File: src/rtl/nes_bus_arb.sv
// nes_bus_arb: N-master CPU bus arbiter; CPU stalled via rdy, others use req/gnt; ARB_HOLD_LIMIT_EN adds hold-limit preemption.
// Latency: request->grant and release->cpu_rdy are 1+GUARD_CYCLES edges; the bus mux is combinational.
// Backpressure: a requester waits with req high; every ownership change passes a forced-read guard window.
module nes_bus_arb #(
    parameter int NUM_MASTERS  = 3,
    parameter int AW           = 16,
    parameter int DW           = 8,
    parameter int PRIO_MODE    = 0,
    parameter int GUARD_CYCLES = 1,
    parameter int MAX_HOLD     = 256
) (
    input  logic                      clk_in,
    input  logic                      rst_in,
    input  logic [NUM_MASTERS-1:0]    req_in,
    input  logic [NUM_MASTERS*AW-1:0] m_a_in,
    input  logic [NUM_MASTERS-1:0]    m_r_nw_in,
    input  logic [NUM_MASTERS*DW-1:0] m_d_in,
    output logic [NUM_MASTERS-1:0]    gnt_out,
    output logic                      cpu_rdy_out,
    output logic [AW-1:0]             bus_a_out,
    output logic                      bus_r_nw_out,
    output logic [DW-1:0]             bus_d_out,
    output logic [2:0]                owner_out
);
    typedef enum logic [1:0] {CPU_OWN, GUARD, M_OWN} state_t;

    state_t                 state, state_nxt;
    logic [2:0]             owner, owner_nxt, rr_ptr, rr_ptr_nxt, rel_ptr, sel;
    logic [3:0]             guard_cnt, guard_cnt_nxt;
    logic [NUM_MASTERS-1:0] gnt_nxt, own_oh, req_m, pending;
    logic                   cpu_rdy_nxt, release_now, preempt;
    logic [AW-1:0]          last_a;

`ifdef ARB_HOLD_LIMIT_EN
    localparam int HW = $clog2(MAX_HOLD + 1);
    logic [HW-1:0] hold_cnt, hold_cnt_nxt;
`else
    logic unused_hold;
    assign unused_hold = (MAX_HOLD > 0);
`endif

    // Fixed mode scans 1..N-1; round-robin starts at ptr and wraps back to 1.
    function automatic logic [2:0] pick(input logic [NUM_MASTERS-1:0] r, input logic [2:0] ptr);
        logic [2:0]             w;
        logic                   found;
        logic [NUM_MASTERS-1:0] sh;
        int                     idx;
        w     = 3'd0;
        found = 1'b0;
        for (int i = 0; i < NUM_MASTERS - 1; i++) begin
            if (PRIO_MODE == 0) idx = i + 1;
            else                idx = ((int'(ptr) - 1 + i) % (NUM_MASTERS - 1)) + 1;
            sh = r >> idx;
            if (!found && sh[0]) begin
                w     = 3'(idx);
                found = 1'b1;
            end
        end
        return w;
    endfunction

    always_comb begin
        req_m    = req_in;
        req_m[0] = 1'b0;
        own_oh   = '0;
        for (int k = 0; k < NUM_MASTERS; k++) own_oh[k] = (owner == 3'(k));
        pending  = req_m & ~own_oh;
        rel_ptr  = (owner == 3'(NUM_MASTERS - 1)) ? 3'd1 : owner + 3'd1;
    end

    always_ff @(posedge clk_in) begin
        if (rst_in) begin
            state       <= CPU_OWN;
            owner       <= 3'd0;
            rr_ptr      <= 3'd1;
            guard_cnt   <= 4'd0;
            gnt_out     <= NUM_MASTERS'(1);
            cpu_rdy_out <= 1'b1;
            last_a      <= '0;
`ifdef ARB_HOLD_LIMIT_EN
            hold_cnt    <= '0;
`endif
        end else begin
            state       <= state_nxt;
            owner       <= owner_nxt;
            rr_ptr      <= rr_ptr_nxt;
            guard_cnt   <= guard_cnt_nxt;
            gnt_out     <= gnt_nxt;
            cpu_rdy_out <= cpu_rdy_nxt;
            if (state != GUARD) last_a <= bus_a_out;
`ifdef ARB_HOLD_LIMIT_EN
            hold_cnt    <= hold_cnt_nxt;
`endif
        end
    end

    always_comb begin
        state_nxt     = state;
        owner_nxt     = owner;
        rr_ptr_nxt    = rr_ptr;
        guard_cnt_nxt = guard_cnt;
`ifdef ARB_HOLD_LIMIT_EN
        hold_cnt_nxt  = hold_cnt;
        preempt       = (hold_cnt >= HW'(MAX_HOLD - 1)) && (|pending);
`else
        preempt       = 1'b0;
`endif
        release_now   = ~(|(req_in & own_oh)) | preempt;
        case (state)
            CPU_OWN: begin
                if (|req_m) begin
                    state_nxt     = GUARD;
                    owner_nxt     = pick(req_m, rr_ptr);
                    guard_cnt_nxt = 4'd0;
                end
            end
            GUARD: begin
                if (guard_cnt == 4'(GUARD_CYCLES - 1)) begin
                    state_nxt    = (owner == 3'd0) ? CPU_OWN : M_OWN;
`ifdef ARB_HOLD_LIMIT_EN
                    hold_cnt_nxt = '0;
`endif
                end else begin
                    guard_cnt_nxt = guard_cnt + 4'd1;
                end
            end
            M_OWN: begin
                if (release_now) begin
                    state_nxt     = GUARD;
                    rr_ptr_nxt    = rel_ptr;
                    owner_nxt     = (|pending) ? pick(pending, rel_ptr) : 3'd0;
                    guard_cnt_nxt = 4'd0;
                end
`ifdef ARB_HOLD_LIMIT_EN
                else if (hold_cnt < HW'(MAX_HOLD - 1)) begin
                    hold_cnt_nxt = hold_cnt + 1'b1;
                end
`endif
            end
            default: state_nxt = CPU_OWN;
        endcase
    end

    always_comb begin
        gnt_nxt     = '0;
        cpu_rdy_nxt = (state_nxt == CPU_OWN);
        if (state_nxt == CPU_OWN) begin
            gnt_nxt[0] = 1'b1;
        end else if (state_nxt == M_OWN) begin
            for (int k = 1; k < NUM_MASTERS; k++) gnt_nxt[k] = (owner_nxt == 3'(k));
        end
    end

    // Guard window forces a read with zero data at the last driven address.
    always_comb begin
        bus_a_out    = last_a;
        bus_r_nw_out = 1'b1;
        bus_d_out    = '0;
        sel          = (state == M_OWN) ? owner : 3'd0;
        if (state != GUARD) begin
            for (int k = 0; k < NUM_MASTERS; k++) begin
                if (sel == 3'(k)) begin
                    bus_a_out    = m_a_in[k*AW +: AW];
                    bus_r_nw_out = m_r_nw_in[k];
                    bus_d_out    = m_d_in[k*DW +: DW];
                end
            end
        end
    end

    assign owner_out = owner;
endmodule

File: config.mk
export PLATFORM = sky130hd
export DESIGN_NAME = nes_bus_arb
export DESIGN_NICKNAME = d
export VERILOG_FILES = /design/src/rtl/nes_bus_arb.sv
export SDC_FILE = /design/constraint.sdc
export NUM_CORES = 1
export LEC_CHECK = 0
export BUFFER_PORTS_ARGS = -buffer_cell sky130_fd_sc_hd__buf_2
export CAP_MARGIN = 25
export CORE_ASPECT_RATIO = 2
export CORE_MARGIN = 5
export CORE_UTILIZATION = 40
export CTS_BUF_LIST = sky130_fd_sc_hd__clkbuf_4
export DETAILED_ROUTE_END_ITERATION = 10
export PLACE_DENSITY_LB_ADDON = 0.25
export SLEW_MARGIN = 20
export SYNTH_ARGS = -nofsm -noshare
export SYNTH_HDL_FRONTEND = slang
export SYNTH_SLANG_ARGS = --single-unit
File: constraint.sdc
create_clock -name clk_in -period 1.4 [get_ports clk_in]
set_input_delay 0.07 -clock clk_in [delete_from_list [all_inputs] [get_ports clk_in]]
set_output_delay 0.07 -clock clk_in [all_outputs]
set_load 0.01 [all_outputs]
==> results of run 1 <==
## layer usage
layer	GRT usage [%]	vias to the layer above
met1	21.5	1101
met4	8.46	0
met3	2.79	21
li1	-	1137
met2	44.8	97
met5	0	-
## synthesized netlist by cell type, types with 2 or more instances
master / n / area share [%]
nand3_1: 4 / 1.1
nor3_2: 2 / 1.1
xor2_1: 2 / 0.95
nand2b_1: 2 / 0.68
nor2_1: 52 / 11
a221oi_2: 10 / 8.1
nor2b_1: 4 / 1.4
dfxtp_1: 28 / 30
nor3_1: 17 / 4.6
buf_4: 2 / 0.81
nand2_1: 3 / 0.61
a221oi_1: 6 / 2.8
inv_1: 6 / 1.2
nand3b_1: 16 / 6.5
o21ai_0: 2 / 0.54
ha_1: 2 / 1.4
buf_2: 8 / 2.2
a222oi_1: 8 / 4.3
nand4_1: 2 / 0.68
buf_6: 2 / 1.2
clkbuf_1: 7 / 1.4
a21oi_1: 19 / 5.1
and2_1: 3 / 1.0
## worst paths after layout
| kind | cells after the start | to | slack [ns] |
|---|---|---|---|
| worst max-delay path | 6 | bus_a_out[12] | -0.54 |
| worst min-delay path | 3 | last_a[14] | 0.03 |
| worst max register to register | 5 | gnt_out[2] | -0.33 |
| worst min register to register | 2 | last_a[14] | 0.57 |
## cell usage in the layout, fill, tap and decap left out, types with 4 or more instances in the layout
master    netlist  routed
a21oi_2         0      11
a21oi_4         1       7
a221oi_2       10      10
a221oi_4        0       6
a222oi_1        8       8
buf_2           8     111
buf_4           2      35
buf_6           2       7
clkbuf_4        0       4
dfxtp_1        28      23
inv_1           6       5
nand3_1         4       4
nand3b_1       16      16
nor2_1         52      42
nor2_2          0       9
nor3_1         17      12
nor3_2          2       6
## report_power, final
| part | leakage [nW] | internal [W] | switching [W] | total, W |
|---|---|---|---|---|
| Sequential | 0.233 | 0.000854 | 0.0000404 | 0.000894 |
| Clock | 0.0184 | 0.000131 | 0.000235 | 0.000366 |
| Combinational | 1.19 | 0.000541 | 0.000526 | 0.00107 |
## cell families after synthesis
group / count (synthesis)
AO/OA/AOI/OAI: 56
multiplexers: 1
AND/OR/NAND/NOR: 114
adder cells (fa/ha/maj): 2
XOR/XNOR: 3
flip-flops: 28
buffers and inverters: 26
## flip-flops by register name, summed over array words and instances (netlist names)
name	cells
state	2
last_a	16
owner_out	3
guard_cnt	4
gnt_out	3
## final cells by class
type | instances | area (um^2)
clock buffers | 4 | 30.0
inverters | 6 | 22.5
flip-flops and latches | 28 | 572
repair buffers | 159 | 1030
fillers | 373 | 1300
well taps | 55 | 68.8
multi-input cells | 176 | 1520
## worst max-delay path: cells and delay by family (launching register included)
kind            cells  cell delay, ns
simple gates        2            0.49
flops               1            0.39
compound gates      2            0.30
buf+inv             2            0.35
## stage by stage
stage | instance area (um^2) | setup WS, ns | utilization [%]
floorplan | 1920 | -0.0856 | -
global placement | 2720 | -0.188 | 59.6
detailed placement | 2720 | -0.247 | 59.6
CTS | 3050 | -0.507 | 67.0
global route | 3250 | -0.619 | 71.4
finish | 3250 | -0.538 | 71.4
## what timing repair did
| item | in CTS | in global routing |
|---|---|---|
| endpoints found under the setup margin | 50 | 52 |
| pin swaps | 12 | 9 |
| gates resized for setup | 52 | 27 |
| cloned | 1 | 2 |
| buffers inserted | 5 | 5 |
==> impl_metrics.py, run 1 <==
metrics = {
    "run_status": {
        "status": "finished, violations left",
        "violations": "negative setup slack",
    },
    "critical_path": {
        "crit_path_cell_trace": "or3_4, a21oi_4, clkbuf_16, a221oi_4, nor2_1, buf_2",
        "cp.required_ns": 1.33,
        "critical-path-slowest-cell": "or3_4",
        "reg2reg_from": "owner_out[1]",
        "crit_path_end_kind": "output pin",
        "critical_path_arrival_ns": 1.87,
        "slowest_delay_ns": 0.40,
        "criticalPathCategory": "reg2out",
        "crit_path_start_kind": "flop",
        "cp_max_fo": 8,
        "crit_start": "owner_out[0]",
    },
    "synth": {
        "synth_mux_area_share_pct": 0.812,
        "avgSynthCellArea_um2": 8.04,
        "synth-edff-count": 0,
        "ys_seq_area_share_pct": 30.3,
        "synth_top_family_by_area": "simple AND/OR/NAND/NOR gates",
        "ys_types": 46,
        "ys_ff_latch": 28,
        "synth_simple_gate_area_share_pct": 32.1,
        "yosysWarnings": 0,
        "synth_fp_nets": 312,
        "syn_inst": 230,
        "syn_area_um2": 1850,
        "synth_top_flop_cell": "dfxtp_1",
        "synth_compound_area_share_pct": 26.9,
        "synth_fa_ha_area_share_pct": 1.35,
        "async_reset_ff_share_pct": 0,
        "synth-xor-area-share_pct": 1.42,
    },
    "clock_tree": {
        "ctsHtreeMaxLevel": 1,
        "clk_latency_ns": 0.33,
        "cts.clk_slew.worst_paths_ns": 0.15,
        "numClockSinks": 28,
        "cts_tree": "built",
        "clock-root-buffer": "clkbuf_4",
        "postCtsHoldBufs": 0,
        "cts-buffers-inserted": 3,
        "clockBufferDepth": 2,
    },
    "placed_design": {
        "io_buffer_count": 111,
        "dp.cells": 412,
        "place_congestion": 0.888,
        "dp_hpwl_mm": 5.21,
    },
    "finish": {
        "layout-drive-gt1-share_pct": 64.1,
        "final_nets": 456,
        "instances_no_fill": 428,
        "diodes": 0,
        "area_growth_pct": 75.8,
    },
    "route": {
        "top_layer_used": "met4",
        "wl_met3_um": 427,
        "via_count": 2356,
        "wl_met2_mm": 4.11,
        "dr.pass1.iters": 4,
        "wire_per_inst_um": 16.7,
        "wl_met1_mm": 2.36,
        "drt_iter0_markers": 77,
        "wl_mm": 7.17,
        "drc": 0,
        "antenna_left": 0,
        "avgViaCountPerCell": 5.50,
    },
    "timing": {
        "relSlewSlack_pct": 73.4,
        "fin_crit_ns": 1.94,
        "holdWs_ns": 0.0255,
        "fin_skew_ns": 0.0116,
        "slew_violations": 0,
        "max_freq_mhz": 516,
        "worst_slack_ns": -0.538,
        "final.setup.tns_ns": -15.34,
        "grt_setup_unrepaired": "yes",
        "tightest_slew_ns": 0.395,
        "setup_viol": 50,
        "period_share_pct": 138,
        "hold_viol": 0,
    },
    "floorplan": {
        "initial_core_util_pct": 40.6,
        "fp.coreArea_um2": 4550,
        "pin_count": 112,
        "row_count": 35,
        "dieArea_um2": 6170,
        "die_w_um": 58.1,
        "chipHeight_um": 106,
    },
    "min_path": {
        "hp-class": "in2reg",
        "min_from": "m_a_in[14]",
    },
    "global_route": {
        "grt_pass1_wl_mm": 11.0,
        "grt_pass1_vias": 2517,
        "grt_max_degree": 20,
        "antenna_found_initial": 0,
        "grt_overflow": 0,
        "grt_usage_pct": 22.3,
    },
    "pwr": {
        "leakage_nw": 1.44,
        "p_total_w": 0.00233,
        "power_density_nw_per_um2": 715,
        "vdd_ir_drop_max_mv": 0.515,
    },
    "job": {
        "maxCapViolations": 0,
    },
}
(Power assumes the default switching activity.)
==> inputs of run 2 (changes only) <==
--- a/config.mk
+++ b/config.mk
@@ -5,11 +5,12 @@
 export SDC_FILE = /design/constraint.sdc
 export NUM_CORES = 1
 export LEC_CHECK = 0
+export ABC_AREA = 1
 export BUFFER_PORTS_ARGS = -buffer_cell sky130_fd_sc_hd__buf_2
 export CAP_MARGIN = 25
 export CORE_ASPECT_RATIO = 2
 export CORE_MARGIN = 5
-export CORE_UTILIZATION = 40
+export CORE_UTILIZATION = 43
 export CTS_BUF_LIST = sky130_fd_sc_hd__clkbuf_4
 export DETAILED_ROUTE_END_ITERATION = 10
 export PLACE_DENSITY_LB_ADDON = 0.25
==> impl_metrics.py, run 2 <==
metrics = {
    "run_status": {
        "status": "finished, violations left",
        "violations": "negative setup slack",
    },
    "pwr": {
        "internal_power_w": 0.00177,
        "vdd_ir_drop_max_mv": 0.968,
        "p_total_w": 0.00280,
        "swShare_pct": 36.8,
        "pwr-share-clk_pct": 19.4,
        "p_seq_share_pct": 33.3,
        "leakage_nw": 2.05,
        "power_density_nw_per_um2": 793,
        "switching_power_w": 0.00103,
        "power_frac_comb_pct": 47.3,
    },
    "route": {
        "wire_per_inst_um": 14.0,
        "drc": 0,
        "avgViaCountPerCell": 5.10,
        "dr.pass1.iters": 5,
        "via_count": 3066,
        "wl_mm": 8.41,
        "antenna_left": 0,
        "drt_iter0_markers": 101,
    },
    "finish": {
        "reg_top3": "last_a: 16 flops, guard_cnt: 4 flops",
        "mostFrequentLayoutCells": "126 x nand2_1, 109 x buf_2, 69 x inv_1",
        "largest_reg_flops": 16,
        "largest_register": "last_a",
        "final_nets": 626,
        "layout-drive-gt1-share_pct": 39.8,
        "instances_no_fill": 601,
        "diodes": 0,
        "final_common_cell": "nand2_1",
        "area_growth_pct": 52.6,
    },
    "timing": {
        "holdWs_ns": 0.0727,
        "setup_viol": 38,
        "fin_crit_ns": 1.92,
        "grt_setup_unrepaired": "yes",
        "fin_skew_ns": 0.00751,
        "relSlewSlack_pct": 80.0,
        "slew_violations": 0,
        "worst_slack_ns": -0.522,
        "period_share_pct": 137,
        "tightest_slew_ns": 0.299,
        "hold_viol": 0,
        "max_freq_mhz": 520,
    },
    "clock_tree": {
        "clk_latency_ns": 0.34,
        "cts_tree": "built",
        "ctsHtreeMaxLevel": 1,
        "numClockSinks": 28,
        "cts.clk_slew.worst_paths_ns": 0.15,
        "cts-buffers-inserted": 3,
        "clockBufferDepth": 2,
        "clock-root-buffer": "clkbuf_4",
    },
    "floorplan": {
        "initial_core_util_pct": 44.6,
        "fp.coreArea_um2": 5180,
        "dieArea_um2": 7040,
        "die_w_um": 61.9,
        "pin_count": 112,
        "row_count": 37,
        "chipHeight_um": 114,
    },
    "job": {
        "maxCapViolations": 0,
    },
    "synth": {
        "async_reset_ff_share_pct": 0,
        "synth-edff-count": 0,
        "synth_top_area_share_pct": 24.2,
        "avgSynthCellArea_um2": 5.73,
        "synth_top_cell_by_area": "dfxtp_1",
        "ys_seq_area_share_pct": 24.2,
        "syn_area_um2": 2310,
        "syn_inst": 404,
        "ys_types": 27,
        "synth_fp_nets": 486,
        "synth.most_common_cell": "nand2_1",
        "synth_top_flop_cell": "dfxtp_1",
        "netlist_top_cells_count": "147 x nand2_1, 71 x inv_1, 38 x nand3_1",
        "synthTopCellsByArea": "dfxtp_1 24%, nand2_1 24%, inv_1 12%, nand3_1 8.2%, nand3b_1 5.2%",
        "yosysWarnings": 0,
        "ys_ff_latch": 28,
    },
    "critical_path": {
        "cpLargestDelayFamily": "simple AND/OR/NAND/NOR gates",
        "path_buf_inv": 4,
        "cp_max_fo": 24,
        "crit_path_cell_trace": "inv_4, nor3_4, nand2_4, buf_12, o21ai_1, inv_1, nand2_1, nand2_1, buf_2",
        "critical-path-slowest-cell": "dfxtp_2",
        "criticalPathCategory": "reg2out",
        "path_depth": 9,
        "critical_path_arrival_ns": 1.85,
        "slowest_delay_ns": 0.38,
        "crit_top_cell": "nand2_1",
        "crit_path_end_kind": "output pin",
        "crit_path_start_kind": "flop",
        "cp.required_ns": 1.33,
        "rr_worst_depth": 12,
    },
    "global_route": {
        "antenna_found_initial": 0,
        "grt_overflow": 0,
        "grt_max_degree": 25,
        "grt_pass1_vias": 2832,
        "grt_pass1_wl_mm": 12.4,
        "grt_usage_pct": 22.9,
    },
    "placed_design": {
        "dp_hpwl_mm": 5.86,
        "dp_worst_setup_slack_ns": -0.104,
        "place_congestion": 0.851,
        "dp.cells": 583,
        "io_buffer_count": 111,
    },
    "min_path": {
        "hp-class": "in2reg",
        "whs_path_depth": 3,
    },
}
run 2: cell types whose count changed after synthesis, moves of 10 or more:
| cell | previous run | this run |
|---|---|---|
| nor3_1 | 17 | 3 |
| inv_1 | 6 | 71 |
| a221oi_2 | 10 | 0 |
| nand3_1 | 4 | 38 |
| nand2_1 | 3 | 147 |
| o21ai_0 | 2 | 17 |
| nor2_1 | 52 | 9 |
run 2: path summary, 6_finish.rpt:
kind	start	end	slack [ns]
setup / recovery	owner_out[1]	bus_a_out[2]	-0.52
hold / removal	req_in[1]	owner_out[0]	0.07
setup reg to reg	owner_out[2]	last_a[6]	-0.09
hold reg to reg	last_a[15]	last_a[15]	0.49
run 2: power groups by stage:
stage / registers (W) / clock network (W) / logic, W
2_1_floorplan: 0.000943 / 0 / 0.000605
3_3_place_gp: 0.000932 / 0 / 0.00106
3_5_place_dp: 0.000935 / 0 / 0.00108
4_1_cts: 0.000926 / 0.000552 / 0.00117
5_1_grt: 0.000942 / 0.000598 / 0.00145
6_report: 0.000932 / 0.000543 / 0.00133
run 2: cell families (layout without fill, tap and decap cells):
family	count (synthesis)	in the layout	share of synthesized area (%)
adder cells (fa/ha/maj)	2	2	1.08
buffers and inverters	94	232	18.1
AO/OA/AOI/OAI	52	52	12.4
AND/OR/NAND/NOR	227	228	43.8
XOR/XNOR	1	1	0.379
flip-flops	28	28	24.2
run 2: cell type report:
class | instances | area [um^2]
multi-input combinational | 283 | 1530
clock inverter | 1 | 30.0
clock buffer | 3 | 22.5
timing repair buffer | 154 | 1010
inverter | 74 | 295
sequential | 28 | 574
tap | 58 | 72.6
fill | 484 | 1650
run 2: repair_timing:
item,4_1_cts,5_1_grt
gates resized for setup,44,53
pin swaps,4,24
gates cloned,2,0
endpoints found under the setup margin,42,49
hold buffers,0,0
setup buffers,8,7
run 2: tightest hold or removal path: cells and delay by family:
kind | cells | cell delay (ns)
AND/OR/NAND/NOR | 1 | 0.11
buffers and inverters | 1 | 0.14
AO/OA/AOI/OAI | 1 | 0.07
run 2: per-layer routing:
metal / vias to the layer above / track usage (%) / wire length, um
met5: - / 0 / 0
met2: 140 / 44.2 / 4690
li1: 1538 / - / -
met1: 1371 / 23.6 / 2840
met4: 0 / 7.51 / 168
met3: 17 / 2.60 / 712
run 2: stage by stage:
stage | cell area, um^2 | setup TNS, ns | utilization, %
after global routing | 3530 | -14.09 | 68.1
after floorplan | 2310 | 0 | -
after detailed placement | 3050 | -1.73 | 58.9
final | 3530 | -10.31 | 68.1
after global placement | 3050 | -0.999 | 58.9
after CTS | 3330 | -9.41 | 64.2
